File: src/rtl/infer_pkg.sv
// Shared types and constants for the inference sequencer and its argmax tracker.
package infer_pkg;

  localparam int NUM_CLASSES    = 10;
  localparam int LOGIT_W        = 6;
  localparam int ADDR_W         = 4;
  localparam int TIMEOUT_CYCLES = 4095;
  localparam int CNT_W          = $clog2(TIMEOUT_CYCLES + 1);

  typedef enum logic [2:0] {
    S_IDLE,
    S_L1_RUN,
    S_L2_RUN,
    S_L2_RELEASE,
    S_SCAN,
    S_RESULT
  } state_e;

endpackage

File: src/rtl/argmax_tracker.sv
// Running argmax over a stream of signed logits; ties keep the earliest index.
// Outputs already include the current sample so the caller can capture the final winner on the last scan cycle.
module argmax_tracker
  import infer_pkg::*;
(
  input  logic               clk,
  input  logic               rst,
  input  logic               load_first,
  input  logic               sample_en,
  input  logic [ADDR_W-1:0]  index,
  input  logic [LOGIT_W-1:0] data,
  output logic [ADDR_W-1:0]  best_idx,
  output logic [LOGIT_W-1:0] best_val
);

  logic [ADDR_W-1:0]  idx_q;
  logic [LOGIT_W-1:0] val_q;
  logic               take;

  // Strictly greater only, so an equal later logit never displaces an earlier one.
  always_comb begin
    take     = sample_en && (load_first || ($signed(data) > $signed(val_q)));
    best_idx = take ? index : idx_q;
    best_val = take ? data  : val_q;
  end

  always_ff @(posedge clk or posedge rst) begin
    if (rst) begin
      idx_q <= '0;
      val_q <= '0;
    end else if (take) begin
      idx_q <= index;
      val_q <= data;
    end
  end

endmodule

File: src/rtl/inference_sequencer.sv
// Runs one classification: layer 1, layer 2, then an argmax scan of layer 2's logits.
// Optional per-phase watchdog is compiled in with `define INFER_TIMEOUT_EN.
module inference_sequencer
  import infer_pkg::*;
(
  input  logic               clk,
  input  logic               rst,
  input  logic               req,
  output logic               busy,
  output logic               l1_start,
  input  logic               l1_done,
  output logic               l2_start,
  input  logic               l2_done,
  output logic [3:0]         l2_read_addr,
  input  logic [LOGIT_W-1:0] l2_read_data,
  output logic               result_valid,
  output logic [3:0]         result_class,
  output logic [LOGIT_W-1:0] result_logit,
  output logic               err
);

  localparam logic [ADDR_W-1:0] LAST_ADDR = ADDR_W'(NUM_CLASSES - 1);

  state_e             state_q, state_d;
  logic               busy_q, busy_d;
  logic               l1_start_q, l1_start_d;
  logic               l2_start_q, l2_start_d;
  logic [ADDR_W-1:0]  addr_q, addr_d;
  logic               rvalid_q, rvalid_d;
  logic [ADDR_W-1:0]  rclass_q, rclass_d;
  logic [LOGIT_W-1:0] rlogit_q, rlogit_d;

  logic               scan_en;
  logic               scan_first;
  logic [ADDR_W-1:0]  best_idx;
  logic [LOGIT_W-1:0] best_val;

  assign scan_en    = (state_q == S_SCAN);
  assign scan_first = scan_en && (addr_q == '0);

  argmax_tracker u_tracker (
    .clk        (clk),
    .rst        (rst),
    .load_first (scan_first),
    .sample_en  (scan_en),
    .index      (addr_q),
    .data       (l2_read_data),
    .best_idx   (best_idx),
    .best_val   (best_val)
  );

`ifdef INFER_TIMEOUT_EN
  localparam logic [CNT_W-1:0] CNT_LIMIT = CNT_W'(TIMEOUT_CYCLES - 1);
  logic [CNT_W-1:0] cnt_q, cnt_d;
  logic             err_q, err_d;
  logic             watched;
`endif

  always_comb begin
    state_d    = state_q;
    busy_d     = busy_q;
    l1_start_d = 1'b0;
    l2_start_d = l2_start_q;
    addr_d     = '0;
    rvalid_d   = 1'b0;
    rclass_d   = rclass_q;
    rlogit_d   = rlogit_q;

    unique case (state_q)
      S_IDLE: begin
        busy_d     = 1'b0;
        l2_start_d = 1'b0;
        if (req) begin
          state_d    = S_L1_RUN;
          busy_d     = 1'b1;
          l1_start_d = 1'b1;
        end
      end
      S_L1_RUN: begin
        if (l1_done) begin
          state_d    = S_L2_RUN;
          l2_start_d = 1'b1;
        end
      end
      S_L2_RUN: begin
        l2_start_d = 1'b1;
        if (l2_done) begin
          state_d    = S_L2_RELEASE;
          l2_start_d = 1'b0;
        end
      end
      S_L2_RELEASE: begin
        l2_start_d = 1'b0;
        if (!l2_done) begin
          state_d = S_SCAN;
        end
      end
      // The last sample and the result capture happen on the same edge via the tracker's bypass.
      S_SCAN: begin
        if (addr_q == LAST_ADDR) begin
          state_d  = S_RESULT;
          busy_d   = 1'b0;
          rvalid_d = 1'b1;
          rclass_d = best_idx;
          rlogit_d = best_val;
        end else begin
          addr_d = addr_q + 1'b1;
        end
      end
      S_RESULT: begin
        state_d = S_IDLE;
        busy_d  = 1'b0;
      end
      default: begin
        state_d    = S_IDLE;
        busy_d     = 1'b0;
        l2_start_d = 1'b0;
      end
    endcase

`ifdef INFER_TIMEOUT_EN
    err_d   = 1'b0;
    watched = (state_q == S_L1_RUN) || (state_q == S_L2_RUN) || (state_q == S_L2_RELEASE);
    // A handshake arriving on the final allowed cycle still wins over the abort.
    if (watched && (state_d == state_q) && (cnt_q >= CNT_LIMIT)) begin
      state_d    = S_IDLE;
      busy_d     = 1'b0;
      l2_start_d = 1'b0;
      err_d      = 1'b1;
    end
    if (!watched || (state_d != state_q)) begin
      cnt_d = '0;
    end else begin
      cnt_d = cnt_q + 1'b1;
    end
`endif
  end

  always_ff @(posedge clk or posedge rst) begin
    if (rst) begin
      state_q    <= S_IDLE;
      busy_q     <= 1'b0;
      l1_start_q <= 1'b0;
      l2_start_q <= 1'b0;
      addr_q     <= '0;
      rvalid_q   <= 1'b0;
      rclass_q   <= '0;
      rlogit_q   <= '0;
    end else begin
      state_q    <= state_d;
      busy_q     <= busy_d;
      l1_start_q <= l1_start_d;
      l2_start_q <= l2_start_d;
      addr_q     <= addr_d;
      rvalid_q   <= rvalid_d;
      rclass_q   <= rclass_d;
      rlogit_q   <= rlogit_d;
    end
  end

`ifdef INFER_TIMEOUT_EN
  always_ff @(posedge clk or posedge rst) begin
    if (rst) begin
      cnt_q <= '0;
      err_q <= 1'b0;
    end else begin
      cnt_q <= cnt_d;
      err_q <= err_d;
    end
  end
  assign err = err_q;
`else
  assign err = 1'b0;
`endif

  assign busy         = busy_q;
  assign l1_start     = l1_start_q;
  assign l2_start     = l2_start_q;
  assign l2_read_addr = addr_q;
  assign result_valid = rvalid_q;
  assign result_class = rclass_q;
  assign result_logit = rlogit_q;

endmodule
File: config.mk
export PLATFORM = sky130hd
export DESIGN_NAME = inference_sequencer
export DESIGN_NICKNAME = d
export VERILOG_FILES = /design/src/rtl/infer_pkg.sv /design/src/rtl/argmax_tracker.sv /design/src/rtl/inference_sequencer.sv
export SDC_FILE = /design/constraint.sdc
export NUM_CORES = 1
export LEC_CHECK = 0
export ABC_AREA = 1
export ABC_CLOCK_PERIOD_IN_PS = 3050
export CAP_MARGIN = 5
export CORE_UTILIZATION = 35
export DETAILED_ROUTE_END_ITERATION = 10
export GPL_TIMING_DRIVEN = 0
export SLEW_MARGIN = 15
export SYNTH_ARGS = -nofsm -noshare
export SYNTH_HDL_FRONTEND = slang
export SYNTH_SLANG_ARGS = --single-unit
File: constraint.sdc
create_clock -name clk -period 3.05 [get_ports clk]
set_input_delay 0.61 -clock clk [delete_from_list [all_inputs] [get_ports clk]]
set_output_delay 0.61 -clock clk [all_outputs]
set_load 0.05 [all_outputs]
# Yosys cells after proc, flatten, opt, wreduce, memory -nomap -nowiden
# Index checks and enable logic that the tools add are counted.
# totals
rom_bits	0
memories	0
regBits	31
mem_bits_rw	0
inputBits	11
out_inout_bits	19
latchBits	0
# op_classes
addsub	1
n_shift	0
div_mod_pow	0
bitwise_logic	2
eq_ne	11
n_mul	0
n_mux	19
reduce_logical	11
order_cmp	1
# ops
cell	n
$mux 3	5
$pmux 3 s5	1
$mux 4	3
$ne 2x2->1 const B	4
$mux 1	7
$eq 3x2->1 const B	2
$eq 3x3->1 const B	2
$gt 6x6->1	1
$mux 6	1
$pmux 1 s3	2
$reduce_and 2->1	3
$reduce_and 5->1	1
$add 4x1->4 const B	1
$eq 4x4->1 const B	1
$logic_not 4->1	1
$eq 3x1->1 const B	1
$logic_not 3->1	1
$reduce_or 3->1	1
$logic_and 1x1->1	2
$ne 2x1->1 const B	1
$not 1->1	2
$reduce_or 2->1	1
$logic_or 1x1->1	1

# Logic depth before layout (Yosys ltp)
# depth
ltp_word	5
ltp_mapped	14
depth_no_buf	14

# Hierarchy
# A second synthesis with hierarchy kept.
# unflattened
cells_unflattened	202
area_unflattened_um2	1634.1
# modules_own_cells
module	area_each_um2	cells_each	n_inst	seq_area_each_um2
inference_sequencer	1037.2	124	1	525.5
argmax_tracker	596.8	78	1	250.2

# Least setup slack after synthesis
# OpenSTA, ideal clock, no wires.
# synth_path
path_kind	in2reg
start	in l2_read_data[5]
end	reg u_tracker.idx_q[3]
arrival_ns	1.751
required_ns	2.931
setup_time_ns	0.119
setup_slack_ns	1.180
path_stages	9
path_cell_list	ha_1 a21oi_1 nand3_1 nand2_1 nand3_2 nand2_4 buf_12 nand3_2 and2_1
# synth_between
elab_chain_cells	4
# synth_lines
item	line	rtl
from (decl)	inference_sequencer.sv:15	input logic [LOGIT_W-1:0] l2_read_data,
$gt 6x6->1	argmax_tracker.sv:22	take = sample_en && (load_first || ($signed(data) > $signed(val_q)));
$logic_or 1x1->1	argmax_tracker.sv:22	
$logic_and 1x1->1	argmax_tracker.sv:22	
$mux 4	--	
net best_idx[3]	inference_sequencer.sv:35	logic [ADDR_W-1:0] best_idx;
to (signal assigned)	argmax_tracker.sv:32	idx_q <= index;
to (decl)	argmax_tracker.sv:16	logic [ADDR_W-1:0] idx_q;
# The timed path passes the listed nets, and every way through them passes these cells.
# A chain may end at the register's enable or synchronous reset.

# Worst setup path in the final report
# layout_path
start	in l2_read_data[5]
end	reg u_tracker.val_q[1]
# layout_between
elab_chain_cells	4
# layout_lines
item	line	rtl
$gt 6x6->1	argmax_tracker.sv:22	
$logic_or 1x1->1	argmax_tracker.sv:22	
$logic_and 1x1->1	argmax_tracker.sv:22	
$mux 6	--	
net best_val[1]	inference_sequencer.sv:36	logic [LOGIT_W-1:0] best_val;
to (signal assigned)	argmax_tracker.sv:33	val_q <= data;
to (decl)	argmax_tracker.sv:17	logic [LOGIT_W-1:0] val_q;
# The timed path passes the listed nets, and every way through them passes these cells.

==> metrics.yaml <==
sta:
  timing.final.crit_share_pct: 72.8
  finalClockSkew_ns: 0.0101
  slew_headroom_pct: 57.8
  setup-tns-final_ns: 0
  max_clock_freq_mhz: 450
  grt_setup_unrepaired: "no"
  hold_viol_final: 0
  slew_viol_final: 0
  worst_slew_pin_slew_ns: 0.632
  fin_hold_ws_ns: 0.474
  setup_viol: 0
  finalCriticalPeriod_ns: 2.22
clock_tree:
  cts_tree: "yes"
  hold_buffers: 0
  cts_max_level: 2
  clock_path_buffers: 2
  clk_pin_slew_ns: 0.06
  cts_inserted_buffers: 5
  cts_sinks: 31
  cts-root-buf: "clkbuf_8"
  ctsResizeCount: 0
  postCtsSetupRepairBufs: 0
  clk_latency_ns: 0.29
route:
  drt_pass1_iterations: 4
  drc: 0
  routed_via_density: 4.62
  vias: 1326
  wl_per_cell_um: 10.9
  drtAntennaViolNets: 0
  highest_layer: "met4"
  wirelength_mm: 3.12
  wl_met2_mm: 1.29
  wl_met3_um: 145
  m1WireLength_mm: 1.62
  drtIter0Drc: 21
setup_path:
  reg2reg_to: "u_tracker.val_q[1]"
  cp_max_fo: 10
  r2r_slack_ns: 1.25
  end_kind: "register"
  critical_path_class: "in2reg"
  worstPathArrival_ns: 2.39
  rr_startpoint: "u_tracker.val_q[5]"
  cp-start-kind: "input pin"
  slowest_delay_ns: 0.44
  reg2reg_depth: 12
  path_cells: "clkdlybuf4s50_1 -> ha_1 -> nand2_2 -> nor2_2 -> nand2_1 -> nand3_1 -> nand2_1 -> nand3_2 -> nand2_4 -> nand2_2 -> nand2_1 -> and2_1"
  cpLargestDelayFamily: "simple AND/OR/NAND/NOR gates"
  worst-path-buf-inv: 1
  required_ns: 3.22
  cp_slowest_cell: "clkdlybuf4s50_1"
  cpMostUsedCell: "nand2_1"
hold_path:
  whs_endpoint: "result_class[2]"
  hp-class: "reg2reg"
  min_from: "result_class[2]"
  min_path_cells: 2
logic_synthesis:
  netlist_area_sq_um: 1700
  synth_seq_area_share_pct: 45.8
  avgSynthCellArea_sq_um: 8.48
  ys.flop_type: "dfrtp_1"
  synth_top_area_cell: "dfrtp_1"
  postSynth.asyncResetShare_pct: 100
  synth_cell_types: 25
  ys_ff_latch: 31
  netlist_top_cells_area: "dfrtp_1 (46%), nand2_1 (10%), inv_1 (7.7%)"
  yosysWarnings: 0
  yosysTopAreaCellShare_pct: 45.8
  syn_inst: 200
  syn_nets: 220
  synth_edf_count: 0
layout:
  drive_gt1_share_pct: 14.0
  diodes: 0
  syn_to_final_growth_pct: 25.5
  fin_util_pct: 47.3
  nets: 255
global_routing:
  grt_max_degree: 32
  grt_pass1_vias: 1282
  antenna_found_initial: 0
  grt-ovfl-total: 0
  grt_pass1_wl_mm: 5.51
  track_usage_pct: 14.1
die:
  coreArea_sq_um: 4500
  io_pins: 30
  initial_core_util_pct: 37.6
  die_width_um: 71.6
  die_y_um: 71.6
  die_area_sq_um: 5130
  rows: 24
placement:
  placement.io_buffers: 28
  routabilityCongestion: 0.762
  hpwl_mm: 2.24
power:
  p_leak_nw: 1.04
  vdd_drop_max_uv: 416
  power_density_nw_per_um2: 709
outcome:
  status: "completed"
flow_run:
  drv_cap: 0
how the worst max path moves through the flow:
stage,startpoint,to,cells after the start
final,l2_read_data[5],u_tracker.val_q[1],12
after global routing,l2_read_data[5],result_class[1],13
after CTS,l2_read_data[5],u_tracker.val_q[1],12
after detailed placement,l2_read_data[5],u_tracker.val_q[1],12
after global placement,l2_read_data[5],u_tracker.val_q[1],12
after floorplan,l2_read_data[5],u_tracker.idx_q[3],9
through the flow:
step,power (mW),cell area [sq um],setup WS [ns],cells
floorplan,1.06,1700,1.18,200
global placement,1.18,2040,0.541,280
detailed placement,1.19,2040,0.547,280
CTS,1.53,2130,0.838,287
global route,1.64,2130,0.641,287
finish,1.51,2130,0.829,287
worst reg2reg max path, delay by kind of cell, from the launching register on:
kind / cells / cell delay (ns)
fa+ha+maj: 1 / 0.34
simple gates: 10 / 0.99
flops: 1 / 0.32
buf+inv: 1 / 0.05
cells in the mapped netlist (4+ instances only):
library cell	instances
nand3_2	11
dfrtp_1	31
a21oi_1	4
inv_1	35
nand3_1	16
o21ai_0	5
o21ai_1	4
and2_1	10
ha_1	9
nand2_1	47
nor2_1	9
state kept, by name (all words and copies together) (netlist names):
name	flops
busy	1
l2_start	1
u_tracker.val_q	6
result_class	4
u_tracker.idx_q	4
l1_start	1
result_logit	6
l2_read_addr	4
result_valid	1
state_q	3
where the power goes:
group          internal, mW  switching (mW)
clock network         0.177           0.149
registers             0.511          0.0497
logic                 0.245           0.376
total                 0.933           0.576
final cells by class:
type                            instances  area [sq um]
Buffer                                  5          48.8
Inverter                               37           139
Timing Repair Buffer                   28           280
Multi-Input combinational cell        127           732
Fill cell                             454          2380
Clock buffer                            6          82.6
Clock inverter                          1          5.00
Sequential cell                        31           776
Tap cell                               52          65.1
kinds of logic (layout without fill, tap and decap cells):
logic type / count (synthesis) / in the layout / share of synthesized area, %
AO/OA/AOI/OAI: 15 / 15 / 5.31
buffers and inverters: 42 / 77 / 11.1
adder cells (fa/ha/maj): 9 / 9 / 6.64
AND/OR/NAND/NOR: 101 / 101 / 30.5
other: 1 / 1 / 0.221
flip-flops: 31 / 31 / 45.8
XOR/XNOR: 1 / 1 / 0.517
placed cells by master (no fill, tap or decap), types with 2 or more instances in the layout:
master            n
nand2_1          47
inv_1            34
dfrtp_1          31
clkdlybuf4s50_1  28
nand3_1          16
nand3_2          11
and2_1           10
nor2_1            9
ha_1              9
clkbuf_8          6
o21ai_0           5
a21oi_1           4
o21ai_1           4
inv_2             3
nand2_2           2
nor2_2            2
nand4_1           2
buf_2             2
metal layers:
metal	GRT usage (%)	up-vias
met5	0	-
met4	7.84	0
met3	3.38	8
met2	21.5	28
met1	18.5	605
li1	-	685
No activity file was read; power rests on OpenSTA's default activity.
